==> src/rtl/axis_fifo.sv <==
// AXI4-Stream FIFO carrying the full sideband on a single clock.
// Optional store-and-forward mode discards packets that cannot fit.
module axis_fifo #(
    parameter int DATA_WIDTH  = 32,
    parameter int ID_WIDTH    = 4,
    parameter int DEST_WIDTH  = 4,
    parameter int USER_WIDTH  = 16,
    parameter int DEPTH       = 16,
    parameter int PACKET_MODE = 0
) (
    input  logic                      aclk,
    input  logic                      areset,
    input  logic [DATA_WIDTH-1:0]     s_tdata,
    input  logic [DATA_WIDTH/8-1:0]   s_tstrb,
    input  logic [DATA_WIDTH/8-1:0]   s_tkeep,
    input  logic [ID_WIDTH-1:0]       s_tid,
    input  logic [DEST_WIDTH-1:0]     s_tdest,
    input  logic [USER_WIDTH-1:0]     s_tuser,
    input  logic                      s_tlast,
    input  logic                      s_tvalid,
    output logic                      s_tready,
    output logic [DATA_WIDTH-1:0]     m_tdata,
    output logic [DATA_WIDTH/8-1:0]   m_tstrb,
    output logic [DATA_WIDTH/8-1:0]   m_tkeep,
    output logic [ID_WIDTH-1:0]       m_tid,
    output logic [DEST_WIDTH-1:0]     m_tdest,
    output logic [USER_WIDTH-1:0]     m_tuser,
    output logic                      m_tlast,
    output logic                      m_tvalid,
    input  logic                      m_tready,
    output logic [$clog2(DEPTH):0]    count,
    output logic                      drop
);

    localparam int ADDR_WIDTH  = $clog2(DEPTH);
    localparam int PTR_WIDTH   = ADDR_WIDTH + 1;
    localparam int STRB_WIDTH  = DATA_WIDTH / 8;
    localparam int ENTRY_WIDTH = DATA_WIDTH + 2 * STRB_WIDTH + ID_WIDTH
                               + DEST_WIDTH + USER_WIDTH + 1;

    typedef enum logic {
        NORMAL,
        DROP
    } state_t;

    state_t                 state;
    state_t                 state_n;
    logic [PTR_WIDTH-1:0]   wr_ptr;
    logic [PTR_WIDTH-1:0]   wr_ptr_n;
    logic [PTR_WIDTH-1:0]   rd_ptr;
    logic [PTR_WIDTH-1:0]   rd_ptr_n;
    logic [PTR_WIDTH-1:0]   wr_commit;
    logic [PTR_WIDTH-1:0]   wr_commit_n;
    logic                   s_ready_r;
    logic                   s_ready_n;
    logic                   drop_r;
    logic                   drop_n;
    logic                   full;
    logic                   m_valid;
    logic                   wr_en;
    logic                   rd_en;
    logic [ENTRY_WIDTH-1:0] mem [DEPTH];
    logic [ENTRY_WIDTH-1:0] rd_entry;

    function automatic logic is_full(
        input logic [PTR_WIDTH-1:0] w,
        input logic [PTR_WIDTH-1:0] r
    );
        return (w[ADDR_WIDTH] != r[ADDR_WIDTH]) &&
               (w[ADDR_WIDTH-1:0] == r[ADDR_WIDTH-1:0]);
    endfunction

    assign full = is_full(wr_ptr, rd_ptr);

    // Packet mode only exposes words up to the last committed tlast.
    assign m_valid = (PACKET_MODE != 0) ? (rd_ptr != wr_commit)
                                        : (wr_ptr != rd_ptr);

    assign wr_en = s_tvalid && s_ready_r && (state == NORMAL);
    assign rd_en = m_valid && m_tready;

    always_comb begin
        state_n     = state;
        wr_ptr_n    = wr_ptr + PTR_WIDTH'(wr_en);
        rd_ptr_n    = rd_ptr + PTR_WIDTH'(rd_en);
        wr_commit_n = wr_commit;
        drop_n      = 1'b0;
        if (wr_en && s_tlast) begin
            wr_commit_n = wr_ptr_n;
        end
        unique case (state)
            NORMAL: begin
                // Full with nothing committed: the packet can never fit.
                if ((PACKET_MODE != 0) && full && (rd_ptr == wr_commit)) begin
                    state_n  = DROP;
                    wr_ptr_n = wr_commit;
                end
            end
            DROP: begin
                if (s_tvalid && s_ready_r && s_tlast) begin
                    state_n = NORMAL;
                    drop_n  = 1'b1;
                end
            end
        endcase
        s_ready_n = (state_n == DROP) || !is_full(wr_ptr_n, rd_ptr_n);
    end

    always_ff @(posedge aclk) begin
        if (areset) begin
            state     <= NORMAL;
            wr_ptr    <= '0;
            rd_ptr    <= '0;
            wr_commit <= '0;
            s_ready_r <= 1'b0;
            drop_r    <= 1'b0;
        end else begin
            state     <= state_n;
            wr_ptr    <= wr_ptr_n;
            rd_ptr    <= rd_ptr_n;
            wr_commit <= wr_commit_n;
            s_ready_r <= s_ready_n;
            drop_r    <= drop_n;
        end
    end

    always_ff @(posedge aclk) begin
        if (wr_en) begin
            mem[wr_ptr[ADDR_WIDTH-1:0]] <= {s_tdata, s_tstrb, s_tkeep, s_tid,
                                            s_tdest, s_tuser, s_tlast};
        end
    end

    assign rd_entry = mem[rd_ptr[ADDR_WIDTH-1:0]];

    assign {m_tdata, m_tstrb, m_tkeep, m_tid,
            m_tdest, m_tuser, m_tlast} = rd_entry;

    assign m_tvalid = m_valid;
    assign s_tready = s_ready_r;
    assign count    = wr_ptr - rd_ptr;
    assign drop     = drop_r;

endmodule

==> config.mk <==
export PLATFORM = sky130hd
export DESIGN_NAME = axis_fifo
export DESIGN_NICKNAME = d
export VERILOG_FILES = /design/src/rtl/axis_fifo.sv
export SDC_FILE = /design/constraint.sdc
export NUM_CORES = 1
export LEC_CHECK = 0
export ABC_AREA = 1
export CORE_MARGIN = 2
export CORE_UTILIZATION = 50
export CTS_CLUSTER_SIZE = 24
export DETAILED_ROUTE_END_ITERATION = 8
export PLACE_DENSITY = 0.67
export SLEW_MARGIN = 20
export SYNTH_ARGS = -nofsm -noshare
export SYNTH_HDL_FRONTEND = slang
export SYNTH_SLANG_ARGS = --single-unit
==> constraint.sdc <==
create_clock -name aclk -period 14.3 [get_ports aclk]
set_clock_uncertainty 0.2 [all_clocks]
set_input_delay 2.86 -clock aclk [delete_from_list [all_inputs] [get_ports aclk]]
set_output_delay 2.86 -clock aclk [all_outputs]
set_load 0.005 [all_outputs]
==> flow_summary_export.csv <==
group,metric,value,unit
run_status,outcome,"finished clean",
floorplanning,start_util,50.4,%
global_route,grt_pass1_wl,148,mm
routing,met2_wirelength,48.4,mm
synthesis,yosys.cell_types.count,23,
setup_path,crit_cells,7,
setup_path,cp_num_buf_inv,3,
synthesis,yosys_warnings,0,
synthesis,synth_fp_nets,3498,
synthesis,synthArstFlopShare,0,%
sta,max_freq,134,MHz
clock_network,clockBufferDepth,3,
placed_design,pre_cts_ws,7.46,ns
clock_network,postCtsSetupBuffers,0,
sta,tightest_slew,1.11,ns
routing,top_layer_used,"met5",
setup_path,worstSetupPathType,"reg -> out",
placed_design,portBuffers,141,
synthesis,synth-compound-area-share,10.7,%
floorplanning,num_rows,107,
layout,multi_input_area,8410,sq um
setup_path,cpPeakStageDelay,0.89,ns
flow_run,cap_violations,0,
setup_path,worstPathRequired,11.24,ns
layout,final_cell_mix,"edfxtp_1, inv_1, nand3_1",
layout,drive_above_1_share,5.71,%
floorplanning,num_io_pins,142,
routing,wl_per_cell,20.9,um
synthesis,synth_top_family_by_area,"compound AO/OA/AOI/OAI gates",
setup_path,critPathMaxFanout,112,
setup_path,crit_family,"buffers and inverters",
pwr,p_int,5.23,mW
clock_network,clock_latency,0.66,ns
synthesis,synth_simple_gate_area_share,8.26,%
routing,post-route-drc-count,0,
pwr,p_leak,16.8,nW
floorplanning,die_w,297,um
placed_design,hpwl,47.4,mm
synthesis,synthCells,3420,
synthesis,synthFlopType,"edfxtp_1",
setup_path,r2r-end,"s_tready",
synthesis,syn_area,42800,sq um
pwr,peakVddDrop,0.0883,mV
floorplanning,coreArea,85000,sq um
sta,setup_slack,6.84,ns
global_route,grt_pass1_vias,24400,
synthesis,synthTopCellsByArea,"edfxtp_1, inv_1, nand3_1",
sta,setup_viol,0,
synthesis,synth_top_area_share,72.9,%
routing,met1_length,42.0,mm
setup_path,r2r-start,"rd_ptr[1]",
setup_path,cp_cell_sequence,"buf_4 -> buf_4 -> o211ai_1 -> nand3_1 -> nand3_1 -> nand2_1 -> clkdlybuf4s50_1",
pwr,clkPwrFrac,39.6,%
synthesis,synth_xor_area_share,0.0818,%
routing,route.met3.wl,5.85,mm
layout,postLayoutCoreUtil,57.1,%
sta,rsz0062_at_grt,"false",
clock_network,hold_buffers,0,
hold_path,hp-class,"reg -> reg",
routing,firstDrtPassIters,5,
clock_network,cts_tree,"built",
layout,num-nets-final,3569,
layout,final_common_cell,"edfxtp_1",
clock_network,ctsRootBufferMaster,"clkbuf_16",
hold_path,min_from,"state",
synthesis,synthAdderAreaFrac,0.280,%
sta,finalMaxSlewViolations,0,
clock_network,numCtsBuffers,105,
layout,ff_latch_area,31500,sq um
clock_network,clk_pin_slew,0.07,ns
global_route,grt_max_degree,261,
global_route,track_usage,22.5,%
synthesis,ys_ff_latch,1053,
routing,routed_wl,98.5,mm
setup_path,rr_worst_depth,16,
routing,drtAntennaViolNets,0,
pwr,p_sw,1.56,mW
sta,slew-limit-headroom,26.3,%
placed_design,gp_congestion,0.743,
clock_network,cts_sinks,1053,
synthesis,yosys-mux-area-fraction,0,%
hold_path,worstHoldPathCells,1,
floorplanning,die_area,88000,sq um
routing,drt_iter0_drc,2573,
layout,num-fill-cells,6669,
global_route,grt_overflow,0,
pwr,powerDensity,140,nW/um^2
setup_path,end_kind,"primary output",
layout,syn2layout_area_growth,13.3,%
clock_network,ctsResizeCount,0,
setup_path,crit_arrival,4.40,ns
pwr,switching_share,23.0,%
setup_path,crit_end,"m_tdata[0]",
setup_path,rrSetupSlack,10.26,ns
routing,vias,25700,
floorplanning,fp.dieH,297,um
sta,final.setup.tns,0,ns
setup_path,crit_start,"rd_ptr[0]",
synthesis,synth_edf_count,1040,
sta,fin_crit,7.46,ns
setup_path,slowest_stage,"buf_4",
clock_network,cts_htree_levels,3,
synthesis,synth_top_area_cell,"edfxtp_1",
synthesis,synth.avg_cell_area,12.5,sq um
sta,min_period_over_period,52.2,%
setup_path,cp-start-kind,"register",
global_route,antenna_found_initial,3,
synthesis,ys_seq_area_share,73.5,%
pwr,p_comb_share,9.9,%
sta,hold_violations,0,
pwr,fin_total_pwr,6.79,mW
pwr,seqPwrFrac,50.5,%
routing,vias_per_cell,5.45,
==> metal layers <==
metal  track usage [%]  vias up
li1                  -    12300
met1              31.0    12600
met2              37.7      734
met3              3.00      136
met4              6.60        4
met5                 0        -
==> cell type report <==
| type | count | share of cell area, % |
|---|---|---|
| Clock buffer | 130 | 5.74 |
| Multi-Input combinational cell | 1607 | 17.3 |
| Antenna cell | 1 | 0.00516 |
| Sequential cell | 1053 | 64.9 |
| Clock inverter | 56 | 1.20 |
| Timing Repair Buffer | 182 | 3.61 |
| Tap cell | 1144 | 2.95 |
| Inverter | 542 | 4.21 |
==> cells in the mapped netlist, types with 8 or more instances <==
| master | count |
|---|---|
| buf_4 | 22 |
| o21ai_0 | 263 |
| clkbuf_1 | 91 |
| o211ai_1 | 260 |
| nand2_1 | 368 |
| buf_1 | 23 |
| inv_1 | 541 |
| nor2_1 | 30 |
| buf_2 | 80 |
| nand3_1 | 403 |
| ha_1 | 8 |
| dfxtp_1 | 13 |
| edfxtp_1 | 1040 |
| a21oi_1 | 265 |
==> flip-flops by register name, summed over array words and instances, names as in the netlist <==
name,flops
mem,1040
state,1
s_tready,1
rd_ptr,5
wr_ptr,5
drop,1
==> power by group through the flow <==
stage                     sequential (mW)  clock (mW)  combinational (mW)
final                                3.43        2.69               0.671
after global routing                 3.43        2.85               0.756
after CTS                            3.43        2.73               0.676
after detailed placement             3.49           0               0.672
after global placement               3.49           0               0.661
after floorplan                      3.48           0               0.453
==> cells by family (layout without fill, tap and decap cells) <==
group,Yosys count,in the layout
DFF,1053,1053
and+or+nand+nor,805,805
AOI/OAI and AO/OA,789,789
buffers and inverters,760,910
adders and majority gates,9,9
xor gates and xnor gates,4,4
other,0,1
==> how the worst min path moves through the flow <==
| stage | endpoint | slack, ns |
|---|---|---|
| CTS | drop | 0.29 |
| detailed placement | drop | 0.28 |
| finish | drop | 0.30 |
| global route | drop | 0.33 |
| global placement | drop | 0.28 |
| floorplan | drop | 0.27 |
==> metrics by stage <==
stage	std cells	area, sq um	hold slack, ns
floorplan	3420	42800	0.268
global placement	4528	45100	0.282
detailed placement	4528	45100	0.279
CTS	4714	48500	0.293
global route	4715	48500	0.333
finish	4715	48500	0.297
Note: power is estimated with default switching activity, not from simulation.
